### src/rtl/screen_pkg.sv
// Shared constants and types for the character screen memory write side.
// The display driver's read-side address math uses the same constants.
package screen_pkg;

    localparam int SCREEN_COLS = 40;
    localparam int SCREEN_ROWS = 30;
    localparam int SCREEN_NLOC = SCREEN_ROWS * SCREEN_COLS;
    localparam int SCREEN_AW   = $clog2(SCREEN_NLOC);
    localparam int CHCODE_W    = 4;
    localparam int ROW_W       = 5;
    localparam int COL_W       = 6;

    typedef logic [CHCODE_W-1:0]  chcode_t;
    typedef logic [SCREEN_AW-1:0] saddr_t;

    typedef enum logic {
        IDLE = 1'b0,
        FILL = 1'b1
    } sw_state_t;

    localparam saddr_t SADDR_LAST = saddr_t'(SCREEN_NLOC - 1);

endpackage

### src/rtl/screen_addr_calc.sv
// Row-major cell address: row*40 + col, built from shifts and adds so it
// costs no multiplier. Purely combinational.
module screen_addr_calc
    import screen_pkg::*;
(
    input  logic [ROW_W-1:0] row_i,
    input  logic [COL_W-1:0] col_i,
    output saddr_t           addr_o
);

    saddr_t row_w;
    saddr_t col_w;

    assign row_w = saddr_t'(row_i);
    assign col_w = saddr_t'(col_i);

    // 40 = 32 + 8; the largest possible inputs (31, 63) still fit in 11 bits
    assign addr_o = (row_w << 5) + (row_w << 3) + col_w;

endmodule

### src/rtl/screen_writer.sv
// Write-side master for the character screen memory. Turns (row, col, code)
// cell writes into registered write strobes and runs a whole-screen fill sweep.
// Optional build macro SCREEN_WRITER_BOUNDS_CHECK_EN: drops out-of-range writes
// and flags them on a sticky bounds_err output.
//
// state | meaning
// IDLE  | accepting cell writes; a fill_req starts a sweep
// FILL  | writing the latched fill code to addresses 0..NLOC-1, one per cycle
module screen_writer
    import screen_pkg::*;
(
    input  logic                clk,
    input  logic                reset,
    input  logic                wr_valid,
    output logic                wr_ready,
    input  logic [ROW_W-1:0]    wr_row,
    input  logic [COL_W-1:0]    wr_col,
    input  logic [CHCODE_W-1:0] wr_code,
    input  logic                fill_req,
    input  logic [CHCODE_W-1:0] fill_code,
    output logic                busy,
    output logic                fill_done,
    output logic                smem_wr,
    output logic [SCREEN_AW-1:0] smem_addr,
`ifdef SCREEN_WRITER_BOUNDS_CHECK_EN
    output logic                bounds_err,
`endif
    output logic [CHCODE_W-1:0] smem_wdata
);

    sw_state_t state_q, state_d;
    saddr_t    cnt_q, cnt_d;
    chcode_t   code_q, code_d;
    logic      smem_wr_q, smem_wr_d;
    saddr_t    addr_q, addr_d;
    chcode_t   wdata_q, wdata_d;
    logic      fill_done_q, fill_done_d;
    saddr_t    cell_addr;
    logic      accept;

    screen_addr_calc u_addr_calc (
        .row_i  (wr_row),
        .col_i  (wr_col),
        .addr_o (cell_addr)
    );

    // Fill has priority over a same-cycle cell write; nothing is accepted in reset
    assign wr_ready = (state_q == IDLE) && !fill_req && !reset;
    assign accept   = wr_valid && wr_ready;

`ifdef SCREEN_WRITER_BOUNDS_CHECK_EN
    logic bounds_err_q, bounds_err_d;
    logic in_range;

    assign in_range   = (wr_row < ROW_W'(SCREEN_ROWS)) && (wr_col < COL_W'(SCREEN_COLS));
    assign bounds_err = bounds_err_q;
`endif

    // State register
    always_ff @(posedge clk) begin
        if (reset) state_q <= IDLE;
        else       state_q <= state_d;
    end

    // Next-state: leave FILL on the cycle the last address is issued
    always_comb begin
        state_d = state_q;
        case (state_q)
            IDLE: if (fill_req) state_d = FILL;
            FILL: if (cnt_q == SADDR_LAST) state_d = IDLE;
            default: state_d = IDLE;
        endcase
    end

    // Output/datapath next values; address and data hold when no write is issued
    always_comb begin
        smem_wr_d   = 1'b0;
        addr_d      = addr_q;
        wdata_d     = wdata_q;
        fill_done_d = 1'b0;
        cnt_d       = cnt_q;
        code_d      = code_q;
`ifdef SCREEN_WRITER_BOUNDS_CHECK_EN
        bounds_err_d = bounds_err_q;
`endif
        case (state_q)
            IDLE: begin
                if (fill_req) begin
                    code_d = fill_code;
                    cnt_d  = '0;
                end else if (accept) begin
`ifdef SCREEN_WRITER_BOUNDS_CHECK_EN
                    if (in_range) begin
                        smem_wr_d = 1'b1;
                        addr_d    = cell_addr;
                        wdata_d   = wr_code;
                    end else begin
                        bounds_err_d = 1'b1;
                    end
`else
                    smem_wr_d = 1'b1;
                    addr_d    = cell_addr;
                    wdata_d   = wr_code;
`endif
                end
            end
            FILL: begin
                smem_wr_d = 1'b1;
                addr_d    = cnt_q;
                wdata_d   = code_q;
                if (cnt_q == SADDR_LAST) begin
                    fill_done_d = 1'b1;
                    cnt_d       = '0;
                end else begin
                    cnt_d = cnt_q + 1'b1;
                end
            end
            default: ;
        endcase
    end

    // Datapath registers; reset aborts any sweep in progress
    always_ff @(posedge clk) begin
        if (reset) begin
            cnt_q       <= '0;
            code_q      <= '0;
            smem_wr_q   <= 1'b0;
            addr_q      <= '0;
            wdata_q     <= '0;
            fill_done_q <= 1'b0;
`ifdef SCREEN_WRITER_BOUNDS_CHECK_EN
            bounds_err_q <= 1'b0;
`endif
        end else begin
            cnt_q       <= cnt_d;
            code_q      <= code_d;
            smem_wr_q   <= smem_wr_d;
            addr_q      <= addr_d;
            wdata_q     <= wdata_d;
            fill_done_q <= fill_done_d;
`ifdef SCREEN_WRITER_BOUNDS_CHECK_EN
            bounds_err_q <= bounds_err_d;
`endif
        end
    end

    assign busy       = (state_q == FILL);
    assign fill_done  = fill_done_q;
    assign smem_wr    = smem_wr_q;
    assign smem_addr  = addr_q;
    assign smem_wdata = wdata_q;

endmodule
### config.mk
export PLATFORM = sky130hd
export DESIGN_NAME = screen_writer
export DESIGN_NICKNAME = d
export VERILOG_FILES = /design/src/rtl/screen_pkg.sv /design/src/rtl/screen_addr_calc.sv /design/src/rtl/screen_writer.sv
export SDC_FILE = /design/constraint.sdc
export NUM_CORES = 1
export LEC_CHECK = 0
export ABC_CLOCK_PERIOD_IN_PS = 4150
export CORE_MARGIN = 1.5
export CORE_UTILIZATION = 40
export DETAILED_ROUTE_END_ITERATION = 12
export GPL_ROUTABILITY_DRIVEN = 0
export GPL_TIMING_DRIVEN = 0
export PLACE_DENSITY = 0.75
export SLEW_MARGIN = 20
export SYNTH_ARGS = -nofsm -noshare
export SYNTH_HDL_FRONTEND = slang
export SYNTH_SLANG_ARGS = --single-unit
### constraint.sdc
create_clock -name clk -period 4.15 [get_ports clk]
set_input_delay 0.415 -clock clk [delete_from_list [all_inputs] [get_ports clk]]
set_output_delay 0.415 -clock clk [all_outputs]
set_load 0.01 [all_outputs]
### Yosys cells after proc, flatten, opt, wreduce, memory -nomap -nowiden

Index checks and enable logic that the tools add are counted.
W data, S select, Z words.

* $mul: 0
* muxes and demuxes: 16
* add/sub/neg operators: 3
* divide/modulo/power cells: 0
* equal/unequal tests: 4
* shift-type cells: 0
* order comparisons: 0
* reductions and logical operators: 8
* bitwise operators: 1

Operators by type and width (number)
* $mux W11: 4
* $pmux W11 S2: 2
* $add A10 B8 Y11: 1
* $add A11 B1 Y11 const B: 1
* $add A11 B6 Y11: 1
* $eq A11 B11 Y1 const B: 1
* $mux W4: 2
* $pmux W4 S2: 1
* $ne A2 B2 Y1 const B: 3
* $mux W1: 5
* $pmux W1 S2: 2
* $reduce_and A2 Y1: 2
* $logic_and A1 B1 Y1: 3
* $logic_not A1 Y1: 2
* $reduce_or A2 Y1: 1
* $not A1 Y1: 1

* memories kept: 0
* memory bits (writable): 0
* memory bits (read-only): 0
* bits in latches: 0
* bits in registers: 33

### Logic depth before layout (Yosys ltp)

* word-level depth: 7
* depth in mapped cells: 8
* depth with buffers taken out: 8

### Hierarchy

A second synthesis with hierarchy kept.

* cell total of the unflattened synthesis: 203
* area, all modules: 1839.3 um^2

By module, submodules not included
* screen_writer: sequential area each 660.6 um^2, times used 1, cells an instance 165, area each 1517.7 um^2
* screen_addr_calc: sequential area each 0.0 um^2, times used 1, cells an instance 38, area each 321.6 um^2

### Worst setup path before layout

OpenSTA, ideal clock, no wires.

* kind: input port to flip-flop
* start point: input port wr_row[0]
* end point: register addr_q[10], in the netlist smem_addr[10]
* data required time: 4024 ps
* path buffers: 0
* slack: 1967 ps
* data arrival time: 2057 ps
* cell stages on the path: 8
* cells stage by stage: inv_1 fa_1 inv_1 fa_1 a21oi_1 o21ai_0 nor4_1 nor3_2

* cells in the longest elaborated chain, start to end: 5

RTL lines
* from (decl): RTL line screen_writer.sv:16 `input logic [ROW_W-1:0] wr_row,`
* $add A10 B8 Y11: RTL line screen_addr_calc.sv:18 `assign addr_o = (row_w << 5) + (row_w << 3) + col_w;`
* $add A11 B6 Y11: RTL line screen_addr_calc.sv:18
* $mux W11: RTL line screen_writer.sv:91 `end else if (accept) begin`
* $mux W11: RTL line screen_writer.sv:88 `if (fill_req) begin`
* $pmux W11 S2: RTL line screen_writer.sv:86 `case (state_q)`
* to (signal assigned): RTL line screen_writer.sv:138 `addr_q <= addr_d;`
* to (decl): RTL line screen_writer.sv:35 `saddr_t addr_q, addr_d;`

Every way passes these cells. The select of a mux whose other input is x is not followed.
A chain may end at the register's enable or synchronous reset.

### Worst setup path in the final report

* start point: input port reset
* end point: output port wr_ready

* cells in the longest elaborated chain, start to end: 2

RTL lines
* from (decl): RTL line screen_writer.sv:13 `input logic reset,`
* $logic_not A1 Y1: RTL line screen_writer.sv:48 `assign wr_ready = (state_q == IDLE) && !fill_req && !reset;`
* $logic_and A1 B1 Y1: RTL line screen_writer.sv:48
* to (decl): RTL line screen_writer.sv:15 `output logic wr_ready,`

Every way passes these cells.

==> results.md <==
* Via count at 1690
* Setup slack, reg-to-reg at 2460 ps
* Proportion of synthesized flip-flops having asynchronous set or reset at 0
* Power per Cell Area at 330 mW/mm^2
* Via density at 5.61
* Latest clock arrival within the worst-skew pair at 290 ps
* Number of global-route vias before repair at 1563
* Clk buf depth at 2
* Slew at the pin closest to its max-slew limit at 685 ps
* Worst Path Class, Setup: in -> out
* Register area share after synthesis at 0.374
* Cell type with the highest aggregate area in the netlist: sky130_fd_sc_hd__dfxtp_1
* Endpoint of the most critical register-to-register path: cnt_q[5]$_SDFFE_PP0P_
* Worst Setup Start Kind: input port
* Number of hold-repair buffers added at the cts stage at 0
* Mapped Nets at 237
* Filler cell count in the final layout at 393
* Starting DRT DRC Count at 102
* Fin worst setup slack at 1440 ps
* Rel. slew slack at 0.541
* Clk sink count at 33
* Count of flip-flops with a built-in enable after synthesis at 0
* RSZ-0062 raised after global routing: false
* Global-route wire length before repair at 7470 um
* Reported max-cap violation count at 0
* CP Depth at 4
* Total number of yosys warnings at 0
* Clock buffer count from CTS at 5
* Setup Buffers After CTS at 0
* Final Hold Fails at 0
* Clock tree from TritonCTS: done
* Final period util at 0.652
* Grt total ovfl at 0
* Period minus WS final at 2710 ps
* Number of slew-limit violations in the final report at 0
* Highest fanout seen on the critical path at 10
* Clock Power Share at 0.396
* CTS HTree Levels at 2
* WP data required at 3730 ps
* Initial antenna violation count at 0
* List of cells traversed by the critical path: clkdlybuf4s50_1 > buf_2 > nor3_2 > clkdlybuf4s50_1
* Category of the worst setup path capture point: output pin
* Achievable frequency at 370 MHz
* Synth area leaders: sky130_fd_sc_hd__dfxtp_1 37%, sky130_fd_sc_hd__ha_1 7.1%, sky130_fd_sc_hd__a21oi_1 5.1%
* Die Area at 0.00482 mm^2
* CTS resizes at 0
* Post-DP HPWL at 3340 um
* Endpoint of the most critical setup path: wr_ready
* Share of post-route cells with drive strength above 1 at 0.0876
* Beginning of the critical path: reset
* Final setup fails at 0
* Netlist area before placement at 0.00176 mm^2
* Share of the synthesized area in the top cell type at 0.374
* Number of distinct library cells after synthesis at 46
* Most frequently used flop master after synthesis: sky130_fd_sc_hd__dfxtp_1
* Syn Area/Cell at 8.73 um^2
* Sw power at 0.000203 W
* Overall die width at 69.4 um
* Total I/O pin count at 42
* Flops & latches, synth at 33
* Area grow syn2layout at 33.3%
* Most frequent cell on the critical path: sky130_fd_sc_hd__clkdlybuf4s50_1
* Highest-delay cell along the critical path: sky130_fd_sc_hd__clkdlybuf4s50_1
* Clock tree root driver cell: sky130_fd_sc_hd__clkbuf_8
* Average wire per standard cell at 15.0 um
* PortBufs at 41
* Routed Antenna Nets at 0
* Number of detailed-routing iterations run before antenna repair at 4
* Run status: finished clean
* Switch share at 0.261
* Worst-path clk slew at 70 ps
* Cell Count, Final, Fillers Out at 301
* Gate count of the mapped netlist at 202
* Power Total at 0.000776 W
* Nets@finish at 285
* Number of placed instances with taps included at 293
* Core region area at 0.00412 mm^2
* Origin of the critical flop-to-flop path: cnt_q[1]$_SDFFE_PP0P_
* Total Routed Length at 4520 um
* Flop pwr share at 0.432
* Starting density of the core at 0.429
* Setup TNS after final layout at 0 ps
* Die Y-Extent at 69.4 um
* Leakage at 0.892 nW
* GRT Total Usage at 0.194
* Crit path largest cell delay at 660 ps
* Count of antenna diodes in the layout at 0
* Worst min-delay path class: reg -> reg
* WP buf/inv at 3
* Largest net degree at the start of global routing at 13
* Cell Rows at 23
* Maximum vdd ir drop at 0.000230 V
* Number of cells on the worst reg-to-reg path at 6
* Top cell family by delay on the critical path: buffers and inverters
* DRC violation count after routing at 0
* Worst Hold Slack at 466 ps
* Endpoint arrival time on the critical path at 2290 ps
* Internal Dissipation at 0.000574 W
* Comb power frac at 0.172
* Setup slack after placement at 1300 ps
* Final worst clock skew at 8.90 ps
==> metrics by stage <==
stage                     utilization  cell area, um^2
after floorplan                     -             1760
after global placement          0.544             2240
after detailed placement        0.544             2240
after CTS                       0.572             2350
after global routing            0.572             2350
final                           0.572             2350
==> Yosys cell counts (all sizes together) (2+ instances only) <==
cell and number:
nand2 21, nor2 13, a21oi 18, mux2i 6
inv 8, fa 2, nor3 6, a22o 5
ha 10, nor2b 5, and3 2, o211ai 2
nand3 10, a31oi 2, xor2 2, dfxtp 33
clkbuf 2, nor4 2, o21ai 5, nand3b 5
nand4 4, buf 10, a22oi 10
==> power groups by stage <==
stage               combinational, W  clock, W  sequential [W]
finish                      0.000134  0.000307        0.000335
global route                0.000149  0.000326        0.000336
CTS                         0.000134  0.000311        0.000335
detailed placement          0.000133         0        0.000342
global placement            0.000130         0        0.000342
floorplan                  0.0000705         0        0.000345
==> flip-flops by register name, summed over array words and instances (netlist names) <==
name        count
smem_wr         1
fill_done       1
smem_addr      11
smem_wdata      4
busy            1
code_q          4
cnt_q          11
==> worst min-delay path by stage <==
stage / startpoint / endpoint / depth (start not counted) / slack [ps]
detailed placement: smem_addr[2]$_SDFFE_PP0P_ / smem_addr[2]$_SDFFE_PP0P_ / 2 / 460
global route: smem_addr[2]$_SDFFE_PP0P_ / smem_addr[2]$_SDFFE_PP0P_ / 2 / 480
CTS: smem_addr[2]$_SDFFE_PP0P_ / smem_addr[2]$_SDFFE_PP0P_ / 2 / 470
floorplan: code_q[3]$_SDFFE_PP0P_ / smem_wdata[3]$_SDFFE_PP0P_ / 2 / 450
global placement: smem_wdata[0]$_SDFFE_PP0P_ / smem_wdata[0]$_SDFFE_PP0P_ / 2 / 450
finish: smem_addr[2]$_SDFFE_PP0P_ / smem_addr[2]$_SDFFE_PP0P_ / 2 / 470
==> cell usage in the layout, fill, tap and decap left out, types with 3 or more instances in the layout <==
cell type and n:
sky130_fd_sc_hd__ha_1 10, sky130_fd_sc_hd__nor2_1 13, sky130_fd_sc_hd__a22oi_1 9, sky130_fd_sc_hd__clkbuf_8 5, sky130_fd_sc_hd__o21ai_1 3, sky130_fd_sc_hd__dfxtp_1 33, sky130_fd_sc_hd__nor2b_1 5, sky130_fd_sc_hd__clkdlybuf4s50_1 41
sky130_fd_sc_hd__nor3_1 4, sky130_fd_sc_hd__mux2i_1 6, sky130_fd_sc_hd__a21oi_1 18, sky130_fd_sc_hd__nand3_1 10, sky130_fd_sc_hd__buf_2 9, sky130_fd_sc_hd__nand3b_1 5, sky130_fd_sc_hd__a22o_1 5, sky130_fd_sc_hd__nand2_1 21
sky130_fd_sc_hd__nand4_1 4, sky130_fd_sc_hd__inv_1 8
==> tightest hold or removal path, cell delays in order (launching register included) <==
cell                      delay, ps
sky130_fd_sc_hd__dfxtp_1        310
sky130_fd_sc_hd__nand2_1         50
sky130_fd_sc_hd__a21oi_1         50
==> cells by family after synthesis <==
| logic type | count (synthesis) | synth area share |
|---|---|---|
| flip-flops | 33 | 0.374 |
| buffers and inverters | 20 | 0.0489 |
| AO/OA/AOI/OAI | 51 | 0.194 |
| AND/OR/NAND/NOR | 76 | 0.233 |
| XOR/XNOR | 3 | 0.0149 |
| adder cells (fa/ha/maj) | 12 | 0.0936 |
| multiplexers | 7 | 0.0404 |
==> area by class of cell <==
type,count,area [um^2],share of cell area
multi-input combinational,149,1020,0.432
sequential,33,661,0.281
timing repair buffer,41,410,0.174
clock buffer,5,68.8,0.0293
tap,50,62.6,0.0266
buffer,12,56.3,0.0239
clock inverter,3,46.3,0.0197
inverter,8,30.0,0.0128
==> per-layer routing <==
layer | vias to the layer above | track usage | part of all wire | routed length (um)
li1 | 835 | - | - | -
met1 | 798 | 0.250 | 0.44 | 1990
met5 | - | 0 | 0 | 0
met3 | 7 | 0.0378 | 0.052 | 234
met2 | 50 | 0.317 | 0.49 | 2210
met4 | 0 | 0.0784 | 0.018 | 80
Note: power is estimated with default switching activity, not from simulation.
